$ cat src/rtl/sha256_round_engine.sv
// Iterative SHA-256 compression: one round per clock over a 16-word rolling message window.
// Accepts block + chaining state on a valid/ready handshake and returns state + compressed state.
module sha256_round_engine (
  input  logic         clk,
  input  logic         rst,
  input  logic         in_valid,
  output logic         in_ready,
  input  logic [511:0] block_in,
  input  logic [255:0] state_in,
  output logic         out_valid,
  input  logic         out_ready,
  output logic [255:0] digest_out,
  output logic         busy
);

  typedef enum logic [1:0] {StIdle, StRound, StFinal, StDone} state_e;

  localparam logic [31:0] RoundK [64] = '{
    32'h428a2f98, 32'h71374491, 32'hb5c0fbcf, 32'he9b5dba5,
    32'h3956c25b, 32'h59f111f1, 32'h923f82a4, 32'hab1c5ed5,
    32'hd807aa98, 32'h12835b01, 32'h243185be, 32'h550c7dc3,
    32'h72be5d74, 32'h80deb1fe, 32'h9bdc06a7, 32'hc19bf174,
    32'he49b69c1, 32'hefbe4786, 32'h0fc19dc6, 32'h240ca1cc,
    32'h2de92c6f, 32'h4a7484aa, 32'h5cb0a9dc, 32'h76f988da,
    32'h983e5152, 32'ha831c66d, 32'hb00327c8, 32'hbf597fc7,
    32'hc6e00bf3, 32'hd5a79147, 32'h06ca6351, 32'h14292967,
    32'h27b70a85, 32'h2e1b2138, 32'h4d2c6dfc, 32'h53380d13,
    32'h650a7354, 32'h766a0abb, 32'h81c2c92e, 32'h92722c85,
    32'ha2bfe8a1, 32'ha81a664b, 32'hc24b8b70, 32'hc76c51a3,
    32'hd192e819, 32'hd6990624, 32'hf40e3585, 32'h106aa070,
    32'h19a4c116, 32'h1e376c08, 32'h2748774c, 32'h34b0bcb5,
    32'h391c0cb3, 32'h4ed8aa4a, 32'h5b9cca4f, 32'h682e6ff3,
    32'h748f82ee, 32'h78a5636f, 32'h84c87814, 32'h8cc70208,
    32'h90befffa, 32'ha4506ceb, 32'hbef9a3f7, 32'hc67178f2
  };

  function automatic logic [31:0] big_sigma0(input logic [31:0] x);
    return {x[1:0], x[31:2]} ^ {x[12:0], x[31:13]} ^ {x[21:0], x[31:22]};
  endfunction

  function automatic logic [31:0] big_sigma1(input logic [31:0] x);
    return {x[5:0], x[31:6]} ^ {x[10:0], x[31:11]} ^ {x[24:0], x[31:25]};
  endfunction

  function automatic logic [31:0] small_sigma0(input logic [31:0] x);
    return {x[6:0], x[31:7]} ^ {x[17:0], x[31:18]} ^ (x >> 3);
  endfunction

  function automatic logic [31:0] small_sigma1(input logic [31:0] x);
    return {x[16:0], x[31:17]} ^ {x[18:0], x[31:19]} ^ (x >> 10);
  endfunction

  function automatic logic [31:0] choice(input logic [31:0] e, input logic [31:0] f,
                                         input logic [31:0] g);
    return (e & f) ^ (~e & g);
  endfunction

  function automatic logic [31:0] majority(input logic [31:0] a, input logic [31:0] b,
                                           input logic [31:0] c);
    return (a & b) ^ (a & c) ^ (b & c);
  endfunction

  state_e        r_state;
  state_e        w_state_next;
  logic [5:0]    r_cnt;
  logic [31:0]   r_a, r_b, r_c, r_d, r_e, r_f, r_g, r_h;
  logic [31:0]   r_hash [8];
  logic [31:0]   r_win  [16];
  logic [255:0]  r_digest;

  logic [31:0]   w_t1;
  logic [31:0]   w_t2;
  logic [31:0]   w_sched;
  logic [31:0]   w_work [8];

  // W_t is always the head of the window; the tail is refilled with W_{t+16}.
  assign w_sched = small_sigma1(r_win[14]) + r_win[9] + small_sigma0(r_win[1]) + r_win[0];
  assign w_t1    = r_h + big_sigma1(r_e) + choice(r_e, r_f, r_g) + RoundK[r_cnt] + r_win[0];
  assign w_t2    = big_sigma0(r_a) + majority(r_a, r_b, r_c);
  assign w_work  = '{r_a, r_b, r_c, r_d, r_e, r_f, r_g, r_h};

  always_ff @(posedge clk or posedge rst) begin
    if (rst) begin
      r_state <= StIdle;
    end else begin
      r_state <= w_state_next;
    end
  end

  always_comb begin
    w_state_next = r_state;
    case (r_state)
      StIdle:  if (in_valid) w_state_next = StRound;
      StRound: if (r_cnt == 6'd63) w_state_next = StFinal;
      StFinal: w_state_next = StDone;
      StDone:  if (out_ready) w_state_next = StIdle;
      default: w_state_next = StIdle;
    endcase
  end

  always_ff @(posedge clk or posedge rst) begin
    if (rst) begin
      r_cnt    <= '0;
      r_a      <= '0;
      r_b      <= '0;
      r_c      <= '0;
      r_d      <= '0;
      r_e      <= '0;
      r_f      <= '0;
      r_g      <= '0;
      r_h      <= '0;
      r_digest <= '0;
      for (int i = 0; i < 8; i++) r_hash[i] <= '0;
      for (int i = 0; i < 16; i++) r_win[i] <= '0;
    end else begin
      case (r_state)
        StIdle: begin
          if (in_valid) begin
            r_cnt <= '0;
            r_a   <= state_in[255:224];
            r_b   <= state_in[223:192];
            r_c   <= state_in[191:160];
            r_d   <= state_in[159:128];
            r_e   <= state_in[127:96];
            r_f   <= state_in[95:64];
            r_g   <= state_in[63:32];
            r_h   <= state_in[31:0];
            for (int i = 0; i < 8; i++) r_hash[i] <= state_in[255-32*i -: 32];
            for (int i = 0; i < 16; i++) r_win[i] <= block_in[511-32*i -: 32];
          end
        end
        StRound: begin
          r_h <= r_g;
          r_g <= r_f;
          r_f <= r_e;
          r_e <= r_d + w_t1;
          r_d <= r_c;
          r_c <= r_b;
          r_b <= r_a;
          r_a <= w_t1 + w_t2;
          for (int i = 0; i < 15; i++) r_win[i] <= r_win[i+1];
          r_win[15] <= w_sched;
          r_cnt     <= r_cnt + 6'd1;
        end
        StFinal: begin
          for (int i = 0; i < 8; i++) r_digest[255-32*i -: 32] <= r_hash[i] + w_work[i];
        end
        default: ;
      endcase
    end
  end

  assign in_ready   = (r_state == StIdle);
  assign out_valid  = (r_state == StDone);
  assign busy       = (r_state == StRound) || (r_state == StFinal);
  assign digest_out = r_digest;

endmodule

$ cat config.mk
export PLATFORM = sky130hd
export DESIGN_NAME = sha256_round_engine
export DESIGN_NICKNAME = d
export VERILOG_FILES = /design/src/rtl/sha256_round_engine.sv
export SDC_FILE = /design/constraint.sdc
export NUM_CORES = 2
export LEC_CHECK = 0
export ABC_CLOCK_PERIOD_IN_PS = 87200
export BUFFER_PORTS_ARGS = -buffer_cell sky130_fd_sc_hd__buf_4
export CAP_MARGIN = 25
export CORE_MARGIN = 1.5
export CORE_UTILIZATION = 40
export DETAILED_ROUTE_END_ITERATION = 7
export GPL_TIMING_DRIVEN = 0
export PLACE_DENSITY = 0.68
export SETUP_SLACK_MARGIN = 0.15
export SLEW_MARGIN = 20
export SYNTH_ARGS = -nofsm -noshare
export SYNTH_HDL_FRONTEND = slang
export SYNTH_SLANG_ARGS = --single-unit
$ cat constraint.sdc
create_clock -name clk -period 87.2 [get_ports clk]
set_input_delay 4.36 -clock clk [delete_from_list [all_inputs] [get_ports clk]]
set_output_delay 4.36 -clock clk [all_outputs]
set_load 0.05 [all_outputs]
==> impl_metrics.yaml <==
status:
  outcome: "completed"
run:
  maxCapViolCount: 0
global_route:
  antenna_found_initial: 136
  grt_pass1_vias: 71690
  grt_pass1_wl_um: 526000
  grt.total_usage_pct: 35.23
  grt_max_degree: 106
  gr-total-overflow: 0
clocking:
  htreeDepth: 4
  ctsResizeCount: 0
  clock_sinks: 1288
  cts_setup_buffers: 0
  clk_pin_slew_worst_paths_ps: 60
  cts_inserted_buffers: 153
  cts_tree: "yes"
  cts_buffer_depth: 3
  root_buffer: "clkbuf_16"
  clk_latency_ps: 850
  cts_hold_buf: 0
yosys:
  yosysMostFrequentCell: "dfrtp_1"
  synth.area.top_cells: "dfrtp_1, mux2i_1, mux2_2"
  syn_area_mm2: 0.08222
  synth-edff-count: 0
  synth-main-ff-cell: "dfrtp_1"
  ys_ff_latch: 1288
  netlist_top_cells_count: "dfrtp_1, o21ai_0, nand2_1"
  ys_types: 94
  async_flop_share_pct: 100.0
  syn_area_per_cell_um2: 9.776
  synth_top_cell_by_area: "dfrtp_1"
  netlist_instances: 8410
  ys_seq_area_share_pct: 39.20
  ys_warn_count: 0
  yosys.area.top_type_share_pct: 39.20
  synth_fp_nets: 9780
detailed_routing:
  vias: 72440
  routed_wirelength_um: 376900
  drtIter0Drc: 7170
  wl_per_cell_um: 30.13
  firstDrtPassIters: 6
  drcViolationCount: 0
  viasPerCell: 5.790
  ant_nets: 0
sta:
  skew_ps: 66.14
  timing.fmax_mhz: 93.58
  slew_headroom_pct: 16.20
  min_period_ps: 10690
  tns_ps: 0
  rsz0062_at_grt: "false"
  worst_pin_slew_ps: 1244
  timing.final.hold_violations: 0
  drv_slew: 0
  setup_viol: 0
  finalCritPeriodShare_pct: 12.25
hold_path:
  min_path_cells: 2
  hp-class: "reg2reg"
final_layout:
  fin_area_mm2: 0.09952
  fillers: 19250
  final_nets: 11000
  multi_input_area_mm2: 0.04618
  regArea_mm2: 0.03223
  syn_to_final_growth_pct: 21.04
  final_layout_size_suffix_gt1_share_pct: 19.03
floorplan:
  die_area_mm2: 0.2083
  die_h_um: 456.4
  rows: 166
  initial_core_util_pct: 40.23
  ios: 1031
  core_mm2: 0.2044
  die_w_um: 456.4
setup_path:
  reg2regPathDepth: 38
  cp.required_ps: 87940
  startpoint_type: "flip-flop"
  critPathKind: "reg2reg"
  crit_top_cell: "inv_1"
  crit_slowest_cell: "nor2_1"
  critPathMaxFanout: 11
  critPathCaptureType: "flip-flop"
  max_stage_delay_ps: 700
  crit_arrival_ps: 11420
placed_design:
  place_area_mm2: 0.09402
  place_congestion: 1.006
  detailed_place_hpwl_um: 310400
  io_buffers: 1030
[area by class of cell]
cell class                 count  share of cell area (%)
multi-input combinational   6107                   46.40
clock inverter                46                  0.6802
inverter                     512                   1.939
tap                         2688                   3.380
sequential                  1288                   32.39
antenna                       79                  0.1987
clock buffer                 224                   4.585
buffer                       503                   1.931
timing repair buffer        1064                   8.498
[state kept, by name (all words and copies together), names as in the netlist]
name and flops:
r_cnt 6, r_e 32, r_a 32, r_f 32, r_b 32, r_hash 256, r_d 32, r_g 32
r_win 512, r_c 32, r_h 32, digest_out 256, r_state 2
[metrics by stage]
stage | util (%) | hold slack [ps] | instances | setup WS (ps)
after global routing | 48.68 | 495.6 | 12500 | 76160
after CTS | 48.57 | 481.4 | 12430 | 76690
after floorplan | - | 449.6 | 8410 | 46540
after global placement | 45.66 | 460.3 | 12130 | 31680
after detailed placement | 46.00 | 469.6 | 12160 | 76740
final | 48.69 | 472.9 | 12510 | 76510
[cell families (layout without fill, tap and decap cells)]
group / Yosys count / after routing / synth area share [%]
AOI/OAI and AO/OA: 2101 / 2101 / 15.10
and+or+nand+nor: 1630 / 1630 / 8.550
DFF: 1288 / 1288 / 39.20
muxes: 1210 / 1210 / 15.54
buffers and inverters: 1015 / 2349 / 4.636
adders and majority gates: 601 / 601 / 10.92
xor gates and xnor gates: 565 / 565 / 6.054
other: 0 / 79 / 0
[layout by cell type, fill, tap and decap left out, types with 42 or more instances in the layout]
master | synthesis | routed
nand2b_1 | 46 | 46
a21oi_1 | 441 | 441
buf_4 | 0 | 1031
clkbuf_1 | 474 | 480
fa_1 | 195 | 195
inv_1 | 509 | 508
o21bai_1 | 57 | 57
clkbuf_16 | 0 | 159
o21a_1 | 55 | 55
a31oi_1 | 52 | 52
mux2_2 | 475 | 475
nand2_1 | 956 | 956
dfrtp_1 | 1288 | 1288
mux2i_1 | 729 | 729
xnor2_1 | 380 | 380
xor2_1 | 183 | 183
diode_2 | 0 | 79
o31ai_1 | 42 | 42
ha_1 | 403 | 403
nor3_1 | 50 | 50
nor2_1 | 281 | 281
o21ai_0 | 994 | 993
nor2b_1 | 49 | 49
nand3_1 | 74 | 74
a21o_1 | 199 | 199
[final timing paths]
kind,startpoint,slack (ps),end
max,r_cnt[1],76510,r_a[31]
min,r_win[415],470,r_win[415]
max reg2reg,r_cnt[1],76510,r_a[31]
min reg2reg,r_win[415],470,r_win[415]
max in group asynchronous,rst,81230,digest_out[212]
min in group asynchronous,rst,3540,digest_out[17]
[layer usage]
layer / track usage, % / vias up / routed length, um
met1: 43.11 / 36230 / 145100
met3: 7.951 / 887 / 31320
li1: - / 31720 / -
met2: 56.24 / 3539 / 173400
met5: 0 / - / 395
met4: 22.11 / 60 / 26710
[critical path: cells and delay by family (launching register included)]
family,cells,cell delay [ps]
and+or+nand+nor,7,1800
buffers and inverters,8,1790
DFF,1,480
adders and majority gates,6,2550
AOI/OAI and AO/OA,15,3150
xor gates and xnor gates,2,770
Power is not shown: default switching activity piles up to over one toggle a cycle in this logic, so the estimate is an artifact.
